<file path="src/rtl/demux1x2_8bits_pkg.sv">
// Shared definitions for the 1-to-2 lane demux.
//   phase_t      : framing FSM encoding, shared with the mux bench so loopback
//                  alignment can be reasoned about with the same names
//   SKIP_DEFAULT : default number of IDLE cycles after reset release
//   lane_data()  : output-side zeroing of words whose valid bit is low
package demux1x2_8bits_pkg;

    typedef enum logic [1:0] {
        IDLE  = 2'd0,
        LANE0 = 2'd1,
        LANE1 = 2'd2
    } phase_t;

    localparam int SKIP_DEFAULT = 2;
    localparam int SKIP_W       = 4;   // holds SKIP-1 for SKIP in 0..15

    function automatic logic [7:0] lane_data(input logic [7:0] data,
                                             input logic       valid,
                                             input logic       zero_invalid);
        return (zero_invalid && !valid) ? 8'h00 : data;
    endfunction

endpackage

</file>
<file path="src/rtl/demux1x2_8bits_phase_gen_2f.sv">
// Framing generator for the demux: waits SKIP cycles after reset release,
// then alternates LANE0/LANE1 forever.
//
//   state | meaning
//   IDLE  | counting off upstream pipeline latency after reset
//   LANE0 | current input word is lane 0; it is captured into the hold register
//   LANE1 | current input word is lane 1; both lanes load the output registers
//
// Ports:
//   clk_4f  in   serial word clock
//   reset   in   asynchronous, active-low
//   phase   out  current framing state
//   sync    out  high from the edge that leaves IDLE until reset
//   stb_2f  out  one-cycle pulse in the first cycle of each new lane pair
module demux1x2_8bits_phase_gen_2f
    import demux1x2_8bits_pkg::*;
#(
    parameter int SKIP = SKIP_DEFAULT
) (
    input  logic   clk_4f,
    input  logic   reset,
    output phase_t phase,
    output logic   sync,
    output logic   stb_2f
);

    // SKIP=0 collapses onto the same compare as SKIP=1: leave IDLE on the
    // first edge after release.
    localparam logic [SKIP_W-1:0] SKIP_LAST = (SKIP == 0) ? '0 : SKIP_W'(SKIP - 1);

    logic [SKIP_W-1:0] skip_cnt;

    always_ff @(posedge clk_4f or negedge reset) begin
        if (!reset) begin
            phase    <= IDLE;
            skip_cnt <= '0;
            sync     <= 1'b0;
            stb_2f   <= 1'b0;
        end else begin
            stb_2f <= 1'b0;
            case (phase)
                IDLE: begin
                    if (skip_cnt == SKIP_LAST) begin
                        phase <= LANE0;
                        sync  <= 1'b1;
                    end else begin
                        skip_cnt <= skip_cnt + 1'b1;
                    end
                end
                LANE0: phase <= LANE1;
                LANE1: begin
                    phase  <= LANE0;
                    stb_2f <= 1'b1;
                end
                default: phase <= IDLE;
            endcase
        end
    end

endmodule

</file>
<file path="src/rtl/demux1x2_8bits.sv">
// 1-serial-lane to 2-parallel-lane 8-bit demux. Lane 0 arrives first on the
// serial stream, is parked in a hold register, and is presented together with
// the following lane-1 word for two clk_4f cycles.
//
// Ports:
//   clk_4f     in   serial word clock
//   reset      in   asynchronous, active-low
//   data_000   in   serial data word
//   valid_000  in   serial valid
//   data_00    out  lane 0 data
//   valid_00   out  lane 0 valid
//   data_11    out  lane 1 data
//   valid_11   out  lane 1 valid
//   stb_2f     out  pulse in the first cycle of each new lane pair
//   sync       out  framing has left IDLE
module demux1x2_8bits
    import demux1x2_8bits_pkg::*;
#(
    parameter int SKIP         = SKIP_DEFAULT,
    parameter bit ZERO_INVALID = 1'b1
) (
    input  logic       clk_4f,
    input  logic       reset,
    input  logic [7:0] data_000,
    input  logic       valid_000,
    output logic [7:0] data_00,
    output logic       valid_00,
    output logic [7:0] data_11,
    output logic       valid_11,
    output logic       stb_2f,
    output logic       sync
);

    phase_t     phase;
    logic [7:0] hold_data;
    logic       hold_valid;

    demux1x2_8bits_phase_gen_2f #(
        .SKIP (SKIP)
    ) u_phase_gen (
        .clk_4f (clk_4f),
        .reset  (reset),
        .phase  (phase),
        .sync   (sync),
        .stb_2f (stb_2f)
    );

    // Hold keeps the raw word; zeroing happens only on the output load so the
    // valid bit and data stay paired exactly as received until presentation.
    always_ff @(posedge clk_4f or negedge reset) begin
        if (!reset) begin
            hold_data  <= 8'h00;
            hold_valid <= 1'b0;
            data_00    <= 8'h00;
            valid_00   <= 1'b0;
            data_11    <= 8'h00;
            valid_11   <= 1'b0;
        end else begin
            if (phase == LANE0) begin
                hold_data  <= data_000;
                hold_valid <= valid_000;
            end
            if (phase == LANE1) begin
                data_00  <= lane_data(hold_data, hold_valid, ZERO_INVALID);
                valid_00 <= hold_valid;
                data_11  <= lane_data(data_000, valid_000, ZERO_INVALID);
                valid_11 <= valid_000;
            end
        end
    end

endmodule

</file>
<file path="config.mk">
export PLATFORM = sky130hd
export DESIGN_NAME = demux1x2_8bits
export DESIGN_NICKNAME = d
export VERILOG_FILES = /design/src/rtl/demux1x2_8bits_pkg.sv /design/src/rtl/demux1x2_8bits_phase_gen_2f.sv /design/src/rtl/demux1x2_8bits.sv
export SDC_FILE = /design/constraint.sdc
export NUM_CORES = 1
export LEC_CHECK = 0
export BUFFER_PORTS_ARGS = -buffer_cell sky130_fd_sc_hd__buf_2
export CELL_PAD_IN_SITES_DETAIL_PLACEMENT = 1
export CELL_PAD_IN_SITES_GLOBAL_PLACEMENT = 2
export CORE_MARGIN = 2
export CORE_UTILIZATION = 38
export CTS_CLUSTER_SIZE = 20
export DETAILED_ROUTE_END_ITERATION = 6
export HOLD_SLACK_MARGIN = 0.15
export PLACE_DENSITY_LB_ADDON = 0.08
export SKIP_LAST_GASP = 1
export SYNTH_ARGS = -nofsm -noshare
export SYNTH_HDL_FRONTEND = slang
export SYNTH_SLANG_ARGS = --single-unit
</file>
<file path="constraint.sdc">
create_clock -name clk_4f -period 2.4 [get_ports clk_4f]
set_clock_uncertainty 0.05 [all_clocks]
set_input_delay 0.36 -clock clk_4f [delete_from_list [all_inputs] [get_ports clk_4f]]
set_output_delay 0.36 -clock clk_4f [all_outputs]
set_load 0.01 [all_outputs]
</file>
==> reports/metrics.cfg <==
[critical_path]
worstReg2RegStart = u_phase_gen.phase[0]$_DFFE_PN0P_
reg2reg_depth = 2
crit_type = reg -> reg
crit_fanout = 35
crit_end = valid_00$_DFFE_PN0P_
r2r_setup_slack_ns = 0.76
arrival_ns = 1.75
startpoint_type = flop
timing.rr.end = valid_00$_DFFE_PN0P_
crit_start = u_phase_gen.phase[0]$_DFFE_PN0P_
critPathCaptureType = flop
crit_required_ns = 2.51

[yosys]
synthCells = 121
yosysSeqAreaShare_pct = 58.5
synth_nets = 134
ys_ff_latch = 35
synth_cell_types = 21
yosysWarnings = 0
syn_area_sq_mm = 0.00150
postSynthAreaPerCell_sq_um = 12.4

[route]
vias = 936
wl_microns = 2560
avgViaCountPerCell = 4.66
drc = 0
drt_iter0_markers = 50
ant_nets = 0
wl_per_cell_microns = 12.7
dr.pass1.iters = 4

[finish]
layout_commonest_cell = dfrtp_1
nFillCells = 435
area_delta_synth_final_pct = 15.8
fin_area_sq_mm = 0.00173
layout-drive-gt1-share_pct = 41.2
antenna-diode-count = 0
layout.cells.most_common_list = dfrtp_1, nand2_1, buf_2
fin_nets = 165

[power_and_ir_drop]
comb_power_share_pct = 7.2
ir_drop_mv = 0.333
pwr-share-seq_pct = 56.6
swShare_pct = 22.9
clockPowerShare_pct = 36.2
p_int_uw = 854
p_switching_uw = 254
p_leak_uw = 0.000857
pwr_density_cell_mw_per_mm2 = 639

[timing]
slew_headroom_pct = 46.7
tightest_slew_ns = 0.800
final_hold_viol_count = 0
finalSetupTns_ns = 0
rsz0062_at_grt = false
layout_min_cycle_time_ns = 1.64
drv_slew = 0
fmax_ghz = 0.610
setup_viol = 0
min_period_over_period_pct = 68.3

[floorplanning]
io_pins = 31
die_x_microns = 66.8
row_count = 22
die_h_microns = 66.8
core_sq_mm = 0.00372
die-area_sq_mm = 0.00446
start_util_pct = 40.3

[global_routing]
grt_pass1_vias = 944
grtUsageTotal_pct = 14.2
grt-ovfl-total = 0
grt_pass1_wl_microns = 4530
grt_max_degree = 36
grt_antenna_before_repair = 0

[placement]
port_buffers = 30
placed_area_sq_mm = 0.00164
gp_congestion = 0.665

[clocking]
cts_buffers = 5
htreeDepth = 2
cts_resized = 0
cts_tree = yes
cts.sinks = 35
clkLatencyLatePin_ns = 0.28
clock_path_buffers = 2
clkSlewWorstSetupHoldPaths_ns = 0.07
root_buffer = clkbuf_8

[min_path]
hold_class = in -> reg
hold_depth = 2

[run]
max_cap_viol_count = 0

[outcome]
outcome = complete, no violations

==> how the worst min path moves through the flow <==
| stage | startpoint | to |
|---|---|---|
| final | data_000[3] | hold_data[3]$_DFFE_PN0N_ |
| after floorplan | reset | data_00[0]$_DFFE_PN0P_ |
| after global routing | data_000[6] | hold_data[6]$_DFFE_PN0N_ |
| after detailed placement | u_phase_gen.sync$_DFFE_PN0P_ | u_phase_gen.sync$_DFFE_PN0P_ |
| after CTS | data_000[4] | hold_data[4]$_DFFE_PN0N_ |
| after global placement | u_phase_gen.sync$_DFFE_PN0P_ | u_phase_gen.sync$_DFFE_PN0P_ |
==> area by class of cell <==
type / count / area (sq um) / share of cell area [%]
clock inverters: 1 / 5.00 / 0.289
well taps: 48 / 60.1 / 3.47
flip-flops and latches: 35 / 876 / 50.5
multi-input cells: 75 / 541 / 31.2
repair buffers: 31 / 160 / 9.24
clock buffers: 7 / 76.3 / 4.40
inverters: 4 / 15.0 / 0.866
==> synth_stat cells <==
cell type	n	area, sq um
o21ai_0	3	15.0
xor2_1	1	8.76
nor2_1	2	7.51
mux2_4	11	165
a21o_1	1	7.51
a21oi_1	1	5.00
mux2i_1	1	10.0
xnor2_1	1	8.76
mux2_2	1	11.3
buf_6	4	45.0
buf_1	2	7.51
inv_1	4	15.0
nand2_1	33	124
buf_8	1	15.0
o21ai_2	13	114
nor3b_1	1	7.51
ha_1	2	25.0
dfrtp_1	35	876
nand4_1	1	6.26
nand2b_1	2	12.5
nor3_2	1	10.0
==> cells by family after synthesis <==
group | synth area share (%)
AND/OR/NAND/NOR | 11.2
flip-flops | 58.5
AO/OA/AOI/OAI | 9.45
multiplexers | 12.5
buffers and inverters | 5.52
XOR/XNOR | 1.17
adder cells (fa/ha/maj) | 1.67
==> power groups by stage <==
| stage | Combinational, uW | Clock, uW | Sequential [uW] |
|---|---|---|---|
| floorplan | 32.9 | 0 | 642 |
| global placement | 79.1 | 0 | 638 |
| detailed placement | 81.1 | 0 | 639 |
| CTS | 82.3 | 416 | 628 |
| global route | 90.5 | 451 | 631 |
| finish | 79.3 | 401 | 627 |
==> repair_timing <==
| item | 4_1_cts | 5_1_grt |
|---|---|---|
| hold endpoints to repair | 35 | 0 |
| hold buffers | 1 | 0 |
| setup endpoints to repair | 0 | 0 |
| buffers inserted | 0 | 0 |
==> per-layer routing <==
layer  track usage, %  up-vias  share of wire, %
li1                 -      458                 -
met1             17.9      450                46
met2             21.9       24                48
met3             5.07        4               4.6
met4             6.12        0               1.7
met5                0        -                 0
==> stage by stage <==
step                hold slack, ns  std cells  total power, uW  util [%]  setup WS (ns)
detailed placement           0.393        192              720      44.2          0.742
CTS                          0.265        201             1130      46.6          0.729
floorplan                   0.0144        121              675         -           1.13
finish                       0.274        201             1110      46.6          0.761
global placement             0.389        192              717      44.2          0.766
global route                 0.272        201             1170      46.6          0.649
==> critical path, stage by stage, from the launching register on <==
cell      delay [ns]
dfrtp_1         0.42
nand2b_2        0.57
mux2_4          0.46
==> state kept, by name, summed over array words and instances (netlist names) <==
name / count
data_00: 8
data_11: 8
hold_data: 8
u_phase_gen.skip_cnt: 4
u_phase_gen.phase: 2
hold_valid: 1
u_phase_gen.stb_2f: 1
u_phase_gen.sync: 1
valid_00: 1
valid_11: 1
Power figures use the tool's default switching activity.
